==> config.mk <==
export PLATFORM = sky130hd
export DESIGN_NAME = msgpass_rqst_stream_seq
export DESIGN_NICKNAME = d
export VERILOG_FILES = /design/src/rtl/msgpass_rqst_stream_seq_pkg.sv /design/src/rtl/msgpass_rqst_stream_seq_lane_unpack.sv /design/src/rtl/msgpass_rqst_stream_seq.sv
export SDC_FILE = /design/constraint.sdc
export NUM_CORES = 1
export LEC_CHECK = 0
export CAP_MARGIN = 20
export CORE_UTILIZATION = 40
export DETAILED_ROUTE_END_ITERATION = 10
export PLACE_DENSITY = 0.75
export SYNTH_ARGS = -nofsm -noshare
export SYNTH_HDL_FRONTEND = slang
export SYNTH_SLANG_ARGS = --single-unit
==> constraint.sdc <==
create_clock -name sys_clk -period 2.6 [get_ports sys_clk]
set_input_delay 0.39 -clock sys_clk [delete_from_list [all_inputs] [get_ports sys_clk]]
set_output_delay 0.39 -clock sys_clk [all_outputs]
set_load 0.01 [all_outputs]
==> src/rtl/msgpass_rqst_stream_seq_pkg.sv <==
// ----------------------------------------------------------------------------
// msgpass_rqst_stream_seq_pkg
//  Shared configuration for the message-pass request stream sequencer:
//  default sizing, the sequencer state encoding and the lane-field layout
//  helpers used when slicing a buffer entry into per-lane request fields.
//  Buffer entry layout: lane i occupies bits [i*LANE_W +: LANE_W]. The lane
//  MSB is the lane-valid flag and the remaining LSBs are the request address.
// ----------------------------------------------------------------------------
package msgpass_rqst_stream_seq_pkg;

  localparam int SHARE_GROUP_SIZE_DEF   = 5;
  localparam int RQST_ADDR_BITWIDTH_DEF = 3;
  localparam int BUFF_ADDR_WIDTH_DEF    = 4;
  localparam int DRC_NUM_DEF            = 1;
  localparam int STALL_CNT_W_DEF        = 16;

  typedef enum logic [1:0] {
    IDLE   = 2'd0,
    PRIME  = 2'd1,
    STREAM = 2'd2,
    DONE   = 2'd3
  } seq_state_e;

  // Width of one lane field: address bits plus the lane-valid flag.
  function automatic int lane_width(input int addr_bits);
    return addr_bits + 1;
  endfunction

  // Bit position of the least significant bit of a lane field in an entry.
  function automatic int lane_lsb(input int lane, input int addr_bits);
    return lane * lane_width(addr_bits);
  endfunction

endpackage

==> src/rtl/msgpass_rqst_stream_seq_lane_unpack.sv <==
// ----------------------------------------------------------------------------
// msgpass_lane_unpack
//  Combinational lane slicer. Splits a buffer entry into per-lane request
//  addresses and per-lane valid flags. Both outputs are forced to zero when
//  i_vld is low so downstream never sees stale buffer contents.
//  Ports:
//   i_vld       entry currently carries live data
//   i_rdata     raw buffer entry, SHARE_GROUP_SIZE lanes of LANE_W bits
//   o_rqst_addr lane addresses with the valid flags stripped
//   o_lane_vld  per-lane valid flags
// ----------------------------------------------------------------------------
module msgpass_lane_unpack
  import msgpass_rqst_stream_seq_pkg::*;
#(
  parameter int SHARE_GROUP_SIZE   = SHARE_GROUP_SIZE_DEF,
  parameter int RQST_ADDR_BITWIDTH = RQST_ADDR_BITWIDTH_DEF
) (
  input  logic                                           i_vld,
  input  logic [SHARE_GROUP_SIZE*(RQST_ADDR_BITWIDTH+1)-1:0] i_rdata,
  output logic [SHARE_GROUP_SIZE*RQST_ADDR_BITWIDTH-1:0]     o_rqst_addr,
  output logic [SHARE_GROUP_SIZE-1:0]                        o_lane_vld
);

  for (genvar g = 0; g < SHARE_GROUP_SIZE; g++) begin : g_lane
    localparam int LSB = lane_lsb(g, RQST_ADDR_BITWIDTH);
    assign o_rqst_addr[g*RQST_ADDR_BITWIDTH +: RQST_ADDR_BITWIDTH] =
      i_vld ? i_rdata[LSB +: RQST_ADDR_BITWIDTH] : '0;
    assign o_lane_vld[g] = i_vld & i_rdata[LSB + RQST_ADDR_BITWIDTH];
  end

endmodule

==> src/rtl/msgpass_rqst_stream_seq.sv <==
// ----------------------------------------------------------------------------
// msgpass_rqst_stream_seq
//  Read sequencer streaming request entries from the message-pass buffer
//  (read port A, one-cycle synchronous read) into the memShare controller.
//  Programmable base/length with address wrap, loop mode, DRC back-pressure
//  with entry replay, abort, and a saturating DRC stall counter.
//  Ports:
//   sys_clk, rst  clock, asynchronous active-high reset
//   start_i       start pulse, honoured only in IDLE
//   abort_i       return to IDLE next cycle from any state (beats start_i)
//   loop_en_i     restart at base after the last entry until aborted
//   base_addr_i   first entry address, latched on start
//   len_i         entry count (0 = no-op run), latched on start
//   is_drc_i      any bit high rejects the presented entry; it is replayed
//   raddr_o       buffer read address (combinational from is_drc_i)
//   rdata_i       buffer read data
//   rqst_addr_o   lane addresses, zero unless rqst_vld_o
//   lane_vld_o    lane valid flags, zero unless rqst_vld_o
//   rqst_vld_o    a live entry is presented
//   busy_o        sequencer not idle
//   done_o        one-cycle pulse after the last entry of a non-loop run
//   stall_cnt_o   saturating count of DRC-stalled cycles, cleared on start
// ----------------------------------------------------------------------------
module msgpass_rqst_stream_seq
  import msgpass_rqst_stream_seq_pkg::*;
#(
  parameter int SHARE_GROUP_SIZE   = SHARE_GROUP_SIZE_DEF,
  parameter int RQST_ADDR_BITWIDTH = RQST_ADDR_BITWIDTH_DEF,
  parameter int BUFF_ADDR_WIDTH    = BUFF_ADDR_WIDTH_DEF,
  parameter int DRC_NUM            = DRC_NUM_DEF,
  parameter int STALL_CNT_W        = STALL_CNT_W_DEF
) (
  input  logic                                              sys_clk,
  input  logic                                              rst,
  input  logic                                              start_i,
  input  logic                                              abort_i,
  input  logic                                              loop_en_i,
  input  logic [BUFF_ADDR_WIDTH-1:0]                        base_addr_i,
  input  logic [BUFF_ADDR_WIDTH:0]                          len_i,
  input  logic [DRC_NUM-1:0]                                is_drc_i,
  output logic [BUFF_ADDR_WIDTH-1:0]                        raddr_o,
  input  logic [SHARE_GROUP_SIZE*(RQST_ADDR_BITWIDTH+1)-1:0] rdata_i,
  output logic [SHARE_GROUP_SIZE*RQST_ADDR_BITWIDTH-1:0]     rqst_addr_o,
  output logic [SHARE_GROUP_SIZE-1:0]                        lane_vld_o,
  output logic                                              rqst_vld_o,
  output logic                                              busy_o,
  output logic                                              done_o,
  output logic [STALL_CNT_W-1:0]                             stall_cnt_o
);

  localparam int LEN_W = BUFF_ADDR_WIDTH + 1;
  localparam logic [BUFF_ADDR_WIDTH-1:0] PTR_ONE   = {{(BUFF_ADDR_WIDTH-1){1'b0}}, 1'b1};
  localparam logic [LEN_W-1:0]           LEN_ONE   = {{(LEN_W-1){1'b0}}, 1'b1};
  localparam logic [STALL_CNT_W-1:0]     STALL_ONE = {{(STALL_CNT_W-1){1'b0}}, 1'b1};

  seq_state_e                 r_state;
  logic [BUFF_ADDR_WIDTH-1:0] r_ptr;
  logic [BUFF_ADDR_WIDTH-1:0] r_base;
  logic [LEN_W-1:0]           r_len;
  logic [LEN_W-1:0]           r_cnt;
  logic [STALL_CNT_W-1:0]     r_stall;

  logic                       w_vld;
  logic                       w_drc;
  logic                       w_consume;
  logic                       w_last;
  logic [BUFF_ADDR_WIDTH-1:0] w_raddr;

  assign w_vld     = (r_state == STREAM);
  assign w_drc     = |is_drc_i;
  assign w_consume = w_vld & ~w_drc;
  assign w_last    = w_consume & (r_cnt == (r_len - LEN_ONE));

  // Next read address. A rejected entry is simply re-read at ptr; the
  // natural overflow of ptr+1 gives the wrap from the top of the buffer.
  always_comb begin
    w_raddr = r_ptr;
    if (w_consume) begin
      if (w_last) begin
        w_raddr = loop_en_i ? r_base : r_ptr;
      end else begin
        w_raddr = r_ptr + PTR_ONE;
      end
    end
  end

  always_ff @(posedge sys_clk or posedge rst) begin
    if (rst) begin
      r_state <= IDLE;
      r_ptr   <= '0;
      r_cnt   <= '0;
      r_stall <= '0;
    end else begin
      r_ptr <= w_raddr;
      case (r_state)
        IDLE: begin
          if (start_i && !abort_i) begin
            r_cnt   <= '0;
            r_stall <= '0;
            if (len_i == '0) begin
              // Empty run: report completion without touching the buffer.
              r_state <= DONE;
            end else begin
              r_ptr   <= base_addr_i;
              r_state <= PRIME;
            end
          end
        end
        PRIME: r_state <= STREAM;
        STREAM: begin
          if (w_drc && !(&r_stall)) begin
            r_stall <= r_stall + STALL_ONE;
          end
          if (w_last) begin
            r_cnt <= '0;
            if (!loop_en_i) begin
              r_state <= DONE;
            end
          end else if (w_consume) begin
            r_cnt <= r_cnt + LEN_ONE;
          end
        end
        DONE:    r_state <= IDLE;
        default: r_state <= IDLE;
      endcase
      if (abort_i) begin
        r_state <= IDLE;
      end
    end
  end

  // Run configuration is only meaningful while busy, so it carries no reset.
  always_ff @(posedge sys_clk) begin
    if (r_state == IDLE && start_i && !abort_i) begin
      r_base <= base_addr_i;
      r_len  <= len_i;
    end
  end

  msgpass_lane_unpack #(
    .SHARE_GROUP_SIZE   (SHARE_GROUP_SIZE),
    .RQST_ADDR_BITWIDTH (RQST_ADDR_BITWIDTH)
  ) u_lane_unpack (
    .i_vld       (w_vld),
    .i_rdata     (rdata_i),
    .o_rqst_addr (rqst_addr_o),
    .o_lane_vld  (lane_vld_o)
  );

  assign raddr_o     = w_raddr;
  assign rqst_vld_o  = w_vld;
  assign busy_o      = (r_state != IDLE);
  assign done_o      = (r_state == DONE);
  assign stall_cnt_o = r_stall;

endmodule

# Word level (Yosys, flattened, before mapping)
# Cells that the tools add are included.
dict set report op_classes {
  reduce_logical 14
  n_eq_ne 10
  mux 24
  bitwise 8
  add_sub_neg 4
}
# operator count
set ops {}
lappend ops {{2-to-1 mux 16 bit} 2}
lappend ops {{case mux 16 bit (2 select lines)} 1}
lappend ops {{2-to-1 mux 4 bit} 6}
lappend ops {{adder 16 x 1 -> 16 bit, second input constant} 1}
lappend ops {{AND reduction 16 bit} 1}
lappend ops {{2-to-1 mux 3 bit} 5}
lappend ops {{2-to-1 mux 5 bit} 3}
lappend ops {{inequality test 3 bit, second input constant} 4}
lappend ops {{2-to-1 mux 2 bit} 5}
lappend ops {{case mux 5 bit (2 select lines)} 1}
lappend ops {{AND reduction 3 bit} 3}
lappend ops {{case mux 2 bit (4 select lines)} 1}
lappend ops {{AND 1 bit} 7}
lappend ops {{adder 5 x 1 -> 5 bit, second input constant} 1}
lappend ops {{equality test 5 bit} 1}
lappend ops {{logical NOT 5 bit} 1}
lappend ops {{subtractor 5 x 1 -> 5 bit, second input constant} 1}
lappend ops {{adder 4 x 1 -> 4 bit, second input constant} 1}
lappend ops {{equality test 2 bit, second input constant} 2}
lappend ops {{logical AND 1 bit} 4}
lappend ops {{inequality test 2 bit, second input constant} 2}
lappend ops {{nonzero test 2 bit} 2}
lappend ops {{equality test 2 x 1 -> 1 bit, second input constant} 1}
lappend ops {{logical NOT 1 bit} 2}
lappend ops {{2 further kinds} 2}
dict set report totals {
  ff_bits 36
  elab_cells 66
}

# Logic depth before layout (Yosys ltp)
# Gate-level depths: netlist of the first run.
dict set report logic_depth {
  word_depth 8
  depth_mapped 9
  depth_no_buf 7
}

# Hierarchy
# A second synthesis of the first run with hierarchy kept.
dict set report hier_totals {
  cells_unflattened 235
  hier_area_um2 2267.2
}
# mod cells_each area_each_um2 instances seq_area_each_um2
set by_module_without_submodules {}
lappend by_module_without_submodules {msgpass_rqst_stream_seq 213 2113.3 1 945.9}
lappend by_module_without_submodules {msgpass_lane_unpack 22 153.9 1 0.0}

# Least setup slack after synthesis of the first run
# OpenSTA, ideal clock, no wires.
dict set report synth_timing {
  path_type {register to output}
  startpoint {register r_state[0]}
  endpoint {output raddr_o[1]}
  setup_slack_ns 0.454
  arrival_ns 1.756
  stages_incl_launch_ff 8
  required_time_ns 2.210
  path_cell_list {dfrtp_1 -> inv_1 -> ha_1 -> buf_6 -> nor2b_1 -> buf_2 -> o2111a_1 -> mux2i_1}
}
dict set report synth_via {
  elab_chain_cells 5
}
# element line
set synth_lines {}
lappend synth_lines {{from (decl)} msgpass_rqst_stream_seq.sv:56} ;# seq_state_e r_state;
lappend synth_lines {{from (signal assigned)} msgpass_rqst_stream_seq.sv:89} ;# r_state <= IDLE;
lappend synth_lines {{from (signal assigned)} msgpass_rqst_stream_seq.sv:102} ;# r_state <= DONE;
lappend synth_lines {{from (signal assigned)} msgpass_rqst_stream_seq.sv:105} ;# r_state <= PRIME;
lappend synth_lines {{equality test 2 bit *} msgpass_rqst_stream_seq.sv:69} ;# assign w_vld = (r_state == STREAM);
lappend synth_lines {{net rqst_vld_o} msgpass_rqst_stream_seq.sv:45} ;# output logic rqst_vld_o,
lappend synth_lines {{AND 1 bit *} msgpass_rqst_stream_seq.sv:71} ;# assign w_consume = w_vld & ~w_drc;
lappend synth_lines {{AND 1 bit} msgpass_rqst_stream_seq.sv:72} ;# assign w_last = w_consume & (r_cnt == (r_len - LEN_ONE));
lappend synth_lines {{2-to-1 mux 4 bit} msgpass_rqst_stream_seq.sv:79} ;# if (w_last) begin
lappend synth_lines {{2-to-1 mux 4 bit *} msgpass_rqst_stream_seq.sv:78} ;# if (w_consume) begin
lappend synth_lines {{to (decl)} msgpass_rqst_stream_seq.sv:41} ;# output logic [BUFF_ADDR_WIDTH-1:0] raddr_o,
# The timed path passes the listed nets; every way through them passes the cells marked *.

# Worst setup path after layout of the first run
dict set report layout_timing {
  startpoint {register r_len[0]}
  endpoint {output raddr_o[0]}
}
dict set report layout_via {
  elab_chain_cells 5
}
# element line
set layout_lines {}
lappend layout_lines {{from (decl)} msgpass_rqst_stream_seq.sv:59} ;# logic [LEN_W-1:0] r_len;
lappend layout_lines {{from (signal assigned)} msgpass_rqst_stream_seq.sv:136} ;# r_len <= len_i;
lappend layout_lines {{subtractor 5 x 1 -> 5 bit} msgpass_rqst_stream_seq.sv:72}
lappend layout_lines {{equality test 5 bit} msgpass_rqst_stream_seq.sv:72}
lappend layout_lines {{AND 1 bit} msgpass_rqst_stream_seq.sv:72}
lappend layout_lines {{2-to-1 mux 4 bit} msgpass_rqst_stream_seq.sv:79}
lappend layout_lines {{2-to-1 mux 4 bit} msgpass_rqst_stream_seq.sv:78}
# No other way between the ends.

==> impl_metrics.toml, run 1 <==
[grt]
grt_max_degree = 38
grt_pass1_wl_um = 9960
grt_usage_pct = 20.8
overflow = 0
antenna_found_initial = 0
grt_pass1_vias = 2085

[sta]
finalCriticalPeriod_ns = 2.50
setup_tns_ns = 0
worstMarginPinSlew_ns = 0.469
holdWs_ns = 0.465
fmaxAchievable_ghz = 0.400
finClkSkew_ns = 0.00396
setup_viol = 0
slew_violations = 0
final_hold_viol_count = 0
slew_headroom_pct = 68.6
fin_crit_sh_pct = 96.2

[setup_path]
critPathKind = "flop to primary output"
critical_path.slowest_cell = "edfxtp_1"
cp_max_fo = 4
cp_cell_sequence = "inv_1 -> ha_4 -> buf_4 -> xor2_2 -> o21ai_2 -> o211ai_1 -> o211a_1 -> a21oi_2 -> buf_2"
rrSetupSlack_ns = 0.29
critical_path_buf_inv_count = 3
endpoint_kind = "primary output"
max_stage_delay_ns = 0.36
startpoint_type = "flop"
worstPathArrival_ns = 2.11
required_ns = 2.21
critical-path-top-delay-family = "compound AO/OA/AOI/OAI gates"

[detailed_routing]
detail-route-antenna-nets = 0
dr_wl_met2_um = 2930
wl_met1_um = 2720
wl_met3_um = 216
viasPerCell = 5.15
drt-total-wl_um = 5920
initialDrtViolationCount = 107
drc = 0
wl_per_cell_um = 14.9
vias = 2038
first_pass_iters = 4
top_layer = "met4"

[finish]
multiInputGateArea_sq_mm = 0.00129
nets = 365
layout_commonest_cell = "clkdlybuf4s50_1"
final_cell_mix = "73 x clkdlybuf4s50_1, 27 x dfrtp_1, 24 x and2_1, 22 x nand2_1, 14 x buf_4"
n_fill_cell = 480
seq_area_sq_um = 946
synthToLayoutAreaGrowth_pct = 45.8
drive_above_1_share_pct = 12.7
finalNonFillerCells = 396
diodes = 0
fin_util_pct = 60.5

[power]
power.density_mw_per_mm2 = 748
ir_drop_uv = 477
leakagePower_nw = 1.37

[yosys]
synth_edf_count = 9
async_flop_share_pct = 75.0
synth_top_area_share_pct = 29.6
yosysTopAreaCell = "dfrtp_1"
netlist_area_sq_mm = 0.00228
yosysUniqueCellTypes = 50
syn-num-nets = 275
avgSynthCellArea_sq_um = 9.80
yosys_warnings = 0
yosysSeqAreaShare_pct = 41.4
synth_ff_type = "dfrtp_1"
synth_top_cells_by_area = "dfrtp_1 30%, edfxtp_1 12%, and2_1 6.6%, ha_1 3.8%, nand2_1 3.6%"
synth_seq_cells = 36
synthCells = 233

[clocking]
cts_max_path_buffers = 2
clk_latency_ns = 0.29
numCtsBuffers = 5
htreeDepth = 2
path_clk_slew_ns = 0.07
clock_sinks = 36
cts_tree = "yes"
root_buffer = "clkbuf_8"
cts_hold_buf = 0

[floorplan]
coreArea_sq_mm = 0.00551
start_util_pct = 41.5
row_count = 27
die_h_um = 77.6
die_area_sq_mm = 0.00601
die_w_um = 77.6
num_io_pins = 78

[status]
status = "completed"

[placed_design]
numPortBuffers = 77
placedCellCount = 386
gp_congestion = 0.798
dp_hpwl_um = 4300

[job]
maxCapViolations = 0

[min_path]
min_path_type = "input pin to async pin"
through the flow:
stage,setup slack (ns),instance area (sq um),total power (W)
global placement,0.0117,3190,0.00202
detailed placement,-0.0709,3190,0.00205
CTS,0.0107,3310,0.00250
global route,-0.00156,3330,0.00266
floorplan,0.454,2280,0.00153
finish,0.0980,3330,0.00249
flip-flops by register name, summed over array words and instances, names as in the netlist:
register	count
r_len	5
r_base	4
r_state	2
stall_cnt_o	16
r_ptr	4
r_cnt	5
synthesized netlist by cell type (3+ instances only):
| master | number |
|---|---|
| inv_1 | 13 |
| clkbuf_1 | 3 |
| nand2_1 | 22 |
| ha_1 | 7 |
| mux2_2 | 3 |
| edfxtp_1 | 9 |
| nor3_1 | 5 |
| nand4_1 | 5 |
| o21ai_1 | 13 |
| a21oi_1 | 5 |
| dfrtp_1 | 27 |
| o31ai_1 | 7 |
| xnor2_1 | 4 |
| and2_1 | 24 |
| or4_1 | 3 |
| nor2_1 | 10 |
| mux2i_1 | 8 |
| nand3_1 | 9 |
| o211a_1 | 3 |
| xor2_1 | 9 |
| nor2b_1 | 4 |
routing by layer:
| metal | global-route usage, % | vias to the layer above |
|---|---|---|
| met3 | 4.82 | 7 |
| li1 | - | 1020 |
| met2 | 35.0 | 42 |
| met5 | 0 | - |
| met1 | 26.3 | 969 |
| met4 | 6.23 | 0 |
worst paths after layout:
check / start / end / cells past startpoint
setup / recovery: r_len[0]$_DFFE_PP_ / raddr_o[0] / 9
min in group sys_clk: stall_cnt_o[13]$_DFFE_PP0P_ / stall_cnt_o[13]$_DFFE_PP0P_ / 1
hold reg to reg: stall_cnt_o[13]$_DFFE_PP0P_ / stall_cnt_o[13]$_DFFE_PP0P_ / 1
hold / removal: rst / stall_cnt_o[9]$_DFFE_PP0P_ / 3
max in group asynchronous: rst / r_cnt[3]$_DFFE_PP0P_ / 3
setup reg to reg: r_state[0]$_DFFE_PP0P_ / stall_cnt_o[12]$_DFFE_PP0P_ / 8
cell families (layout without fill, tap and decap cells):
kind of cell	count (synthesis)	count (layout)	synth area share, %
buffers and inverters	21	112	4.22
DFF	36	36	41.4
and+or+nand+nor	96	96	23.6
adders and majority gates	7	7	3.84
AOI/OAI and AO/OA	48	48	16.4
xor gates and xnor gates	13	13	4.99
muxes	12	12	5.59
area by class of cell:
class                      count  area share [%]
inverter                      13            1.47
tap                           72            2.71
clock buffer                   8            3.01
sequential                    36            28.4
multi-input combinational    176            38.7
timing repair buffer          91            25.7
repair_timing:
action | CTS | global route
gates resized for setup | 10 | 13
buffers inserted | 1 | 1
pin swaps | 3 | 4
setup endpoints to repair | 4 | 4
power breakdown:
group	internal, W	leakage [nW]	switching (W)
Combinational	0.000635	0.868	0.000654
Clock	0.000242	0.0515	0.000198
Sequential	0.000671	0.449	0.0000903
worst register-to-register path: cells and delay by family, from the launching register on:
family          cells  cell delay [ns]
compound gates      2             0.61
fa+ha+maj           1             0.16
buf+inv             2             0.42
flops               1             0.40
mux                 1             0.18
simple gates        2             0.48
Note: power is estimated with default switching activity, not from simulation.
==> inputs of run 2 (changes only) <==
Settings changed: CELL_PAD_IN_SITES_DETAIL_PLACEMENT from default to 0, CELL_PAD_IN_SITES_GLOBAL_PLACEMENT from default to 2, CORE_UTILIZATION 40 to 27, PLACE_DENSITY 0.75 to 0.83.
==> run 2 against run 1 <==
  * Power is 1.0% higher
  * Via count decreased by 1.4%
  * Worst hold slack lost 0.059 ns
  * Worst setup slack improved by 0.041 ns
==> impl_metrics.toml, run 2 (same netlist as run 1, synthesis figures left out) <==
[clocking]
path_clk_slew_ns = 0.07
htreeDepth = 2
cts_max_path_buffers = 2
numCtsBuffers = 5
clk_latency_ns = 0.29
clock_sinks = 36
root_buffer = "clkbuf_8"
cts_tree = "yes"
cts_hold_buf = 0

[setup_path]
crit_cells = 6
cp_max_fo = 5
startpoint_type = "flop"
critical_path.slowest_cell = "edfxtp_1"
cp_cell_sequence = "nor3_1 -> xnor2_1 -> o211ai_1 -> o211a_1 -> a21oi_2 -> buf_2"
critPathKind = "flop to primary output"
max_stage_delay_ns = 0.50
worstPathArrival_ns = 2.07
critical_path_buf_inv_count = 1
worstReg2RegStart = "r_state[0]$_DFFE_PP0P_"
endpoint_kind = "primary output"
crit_start = "r_len[2]$_DFFE_PP_"
critical-path-top-delay-family = "compound AO/OA/AOI/OAI gates"
r2r_cells = 8
required_ns = 2.21

[finish]
final_cell_mix = "73 x clkdlybuf4s50_1, 27 x dfrtp_1, 24 x and2_1, 22 x nand2_1, 14 x buf_4"
n_fill_cell = 830
finalNonFillerCells = 429
nets = 365
largest_reg_flops = 16
fin_util_pct = 41.0
drive_above_1_share_pct = 13.3
layout_commonest_cell = "clkdlybuf4s50_1"
diodes = 0
synthToLayoutAreaGrowth_pct = 47.7

[detailed_routing]
wl_per_cell_um = 14.1
drt-total-wl_um = 6060
viasPerCell = 4.68
detail-route-antenna-nets = 0
drc = 0
first_pass_iters = 4
vias = 2009
initialDrtViolationCount = 62

[sta]
fin_ws_ns = 0.139
final_hold_viol_count = 0
fin_crit_sh_pct = 94.6
slew_headroom_pct = 69.2
setup_viol = 0
finalCriticalPeriod_ns = 2.46
setup_tns_ns = 0
worstMarginPinSlew_ns = 0.461
slew_violations = 0
fmaxAchievable_ghz = 0.406
finClkSkew_ns = 0.00831

[grt]
grt_pass1_wl_um = 9720
antenna_found_initial = 0
grt_pass1_vias = 1972
grt_max_degree = 38
grt_usage_pct = 14.2
overflow = 0

[status]
status = "completed"

[floorplan]
die_w_um = 94.0
num_io_pins = 78
coreArea_sq_mm = 0.00822
start_util_pct = 27.8
die_area_sq_mm = 0.00883
die_h_um = 94.0
row_count = 33

[power]
switching_share_pct = 37.6
power.switching_w = 0.000946
p_seq_share_pct = 30.2
ir_drop_uv = 212
leakagePower_nw = 1.37
power.share.clock_pct = 17.8
power.density_mw_per_mm2 = 746
combPwrFrac_pct = 52.0
p_int_w = 0.00157

[min_path]
min_path_type = "input pin to async pin"

[placed_design]
numPortBuffers = 77
placedCellCount = 421
dp_hpwl_um = 4620
gp_congestion = 0.769
post-place-ws_ns = -0.0399

[job]
maxCapViolations = 0
## run 2: layout make-up
type	count	area, sq um	area share [%]
inverter	13	48.8	1.45
tap	105	131	3.90
multi-input combinational	176	1290	38.2
sequential	36	946	28.1
timing repair buffer	91	856	25.4
clock inverter	1	5.00	0.148
clock buffer	7	97.6	2.89
## run 2: what timing repair did
| action | CTS | global route |
|---|---|---|
| endpoints found under the hold margin | 0 | 0 |
| endpoints found under the setup margin | 4 | 4 |
| gates resized for setup | 8 | 16 |
| setup buffers | 0 | 0 |
| cloned | 0 | 0 |
| pin swaps | 3 | 6 |
## run 2: worst reg2reg max path, cell delays in order, from the launching register on
cell       delay, ns
dfrtp_1         0.41
inv_1           0.09
ha_1            0.16
buf_4           0.32
mux2i_2         0.16
a2111oi_4       0.45
nand3_2         0.16
or3_1           0.32
a21oi_1         0.14
## run 2: worst paths after layout
path                                                    end  slack [ns]
worst min-delay path                     r_ptr[3]$_DFF_PP0_        0.41
worst min register to register   stall_cnt_o[5]$_DFFE_PP0P_        0.54
min in group sys_clk             stall_cnt_o[5]$_DFFE_PP0P_        0.54
max in group asynchronous        stall_cnt_o[7]$_DFFE_PP0P_        1.59
worst max-delay path                             raddr_o[0]        0.14
worst max register to register  stall_cnt_o[12]$_DFFE_PP0P_        0.32
## run 2: stage by stage
step | hold WS, ns | power [W] | cell area (sq um)
after floorplan | 0.443 | 0.00153 | 2280
after global routing | 0.439 | 0.00270 | 3370
after CTS | 0.430 | 0.00254 | 3350
final | 0.405 | 0.00252 | 3370
after global placement | 0.521 | 0.00209 | 3240
after detailed placement | 0.519 | 0.00210 | 3240
## run 2: metal layers
layer / GRT usage [%] / part of all wire (%)
met1: 18.3 / 47
met2: 24.2 / 49
met3: 3.32 / 3.6
met4: 2.69 / 0.51
met5: 0 / 0
## run 2: power by group through the flow
stage | Sequential (W) | Clock, W | Combinational [W]
2_1_floorplan | 0.000753 | 0 | 0.000773
3_5_place_dp | 0.000769 | 0 | 0.00133
5_1_grt | 0.000775 | 0.000483 | 0.00144
6_report | 0.000759 | 0.000449 | 0.00131
4_1_cts | 0.000759 | 0.000467 | 0.00132
3_3_place_gp | 0.000765 | 0 | 0.00133
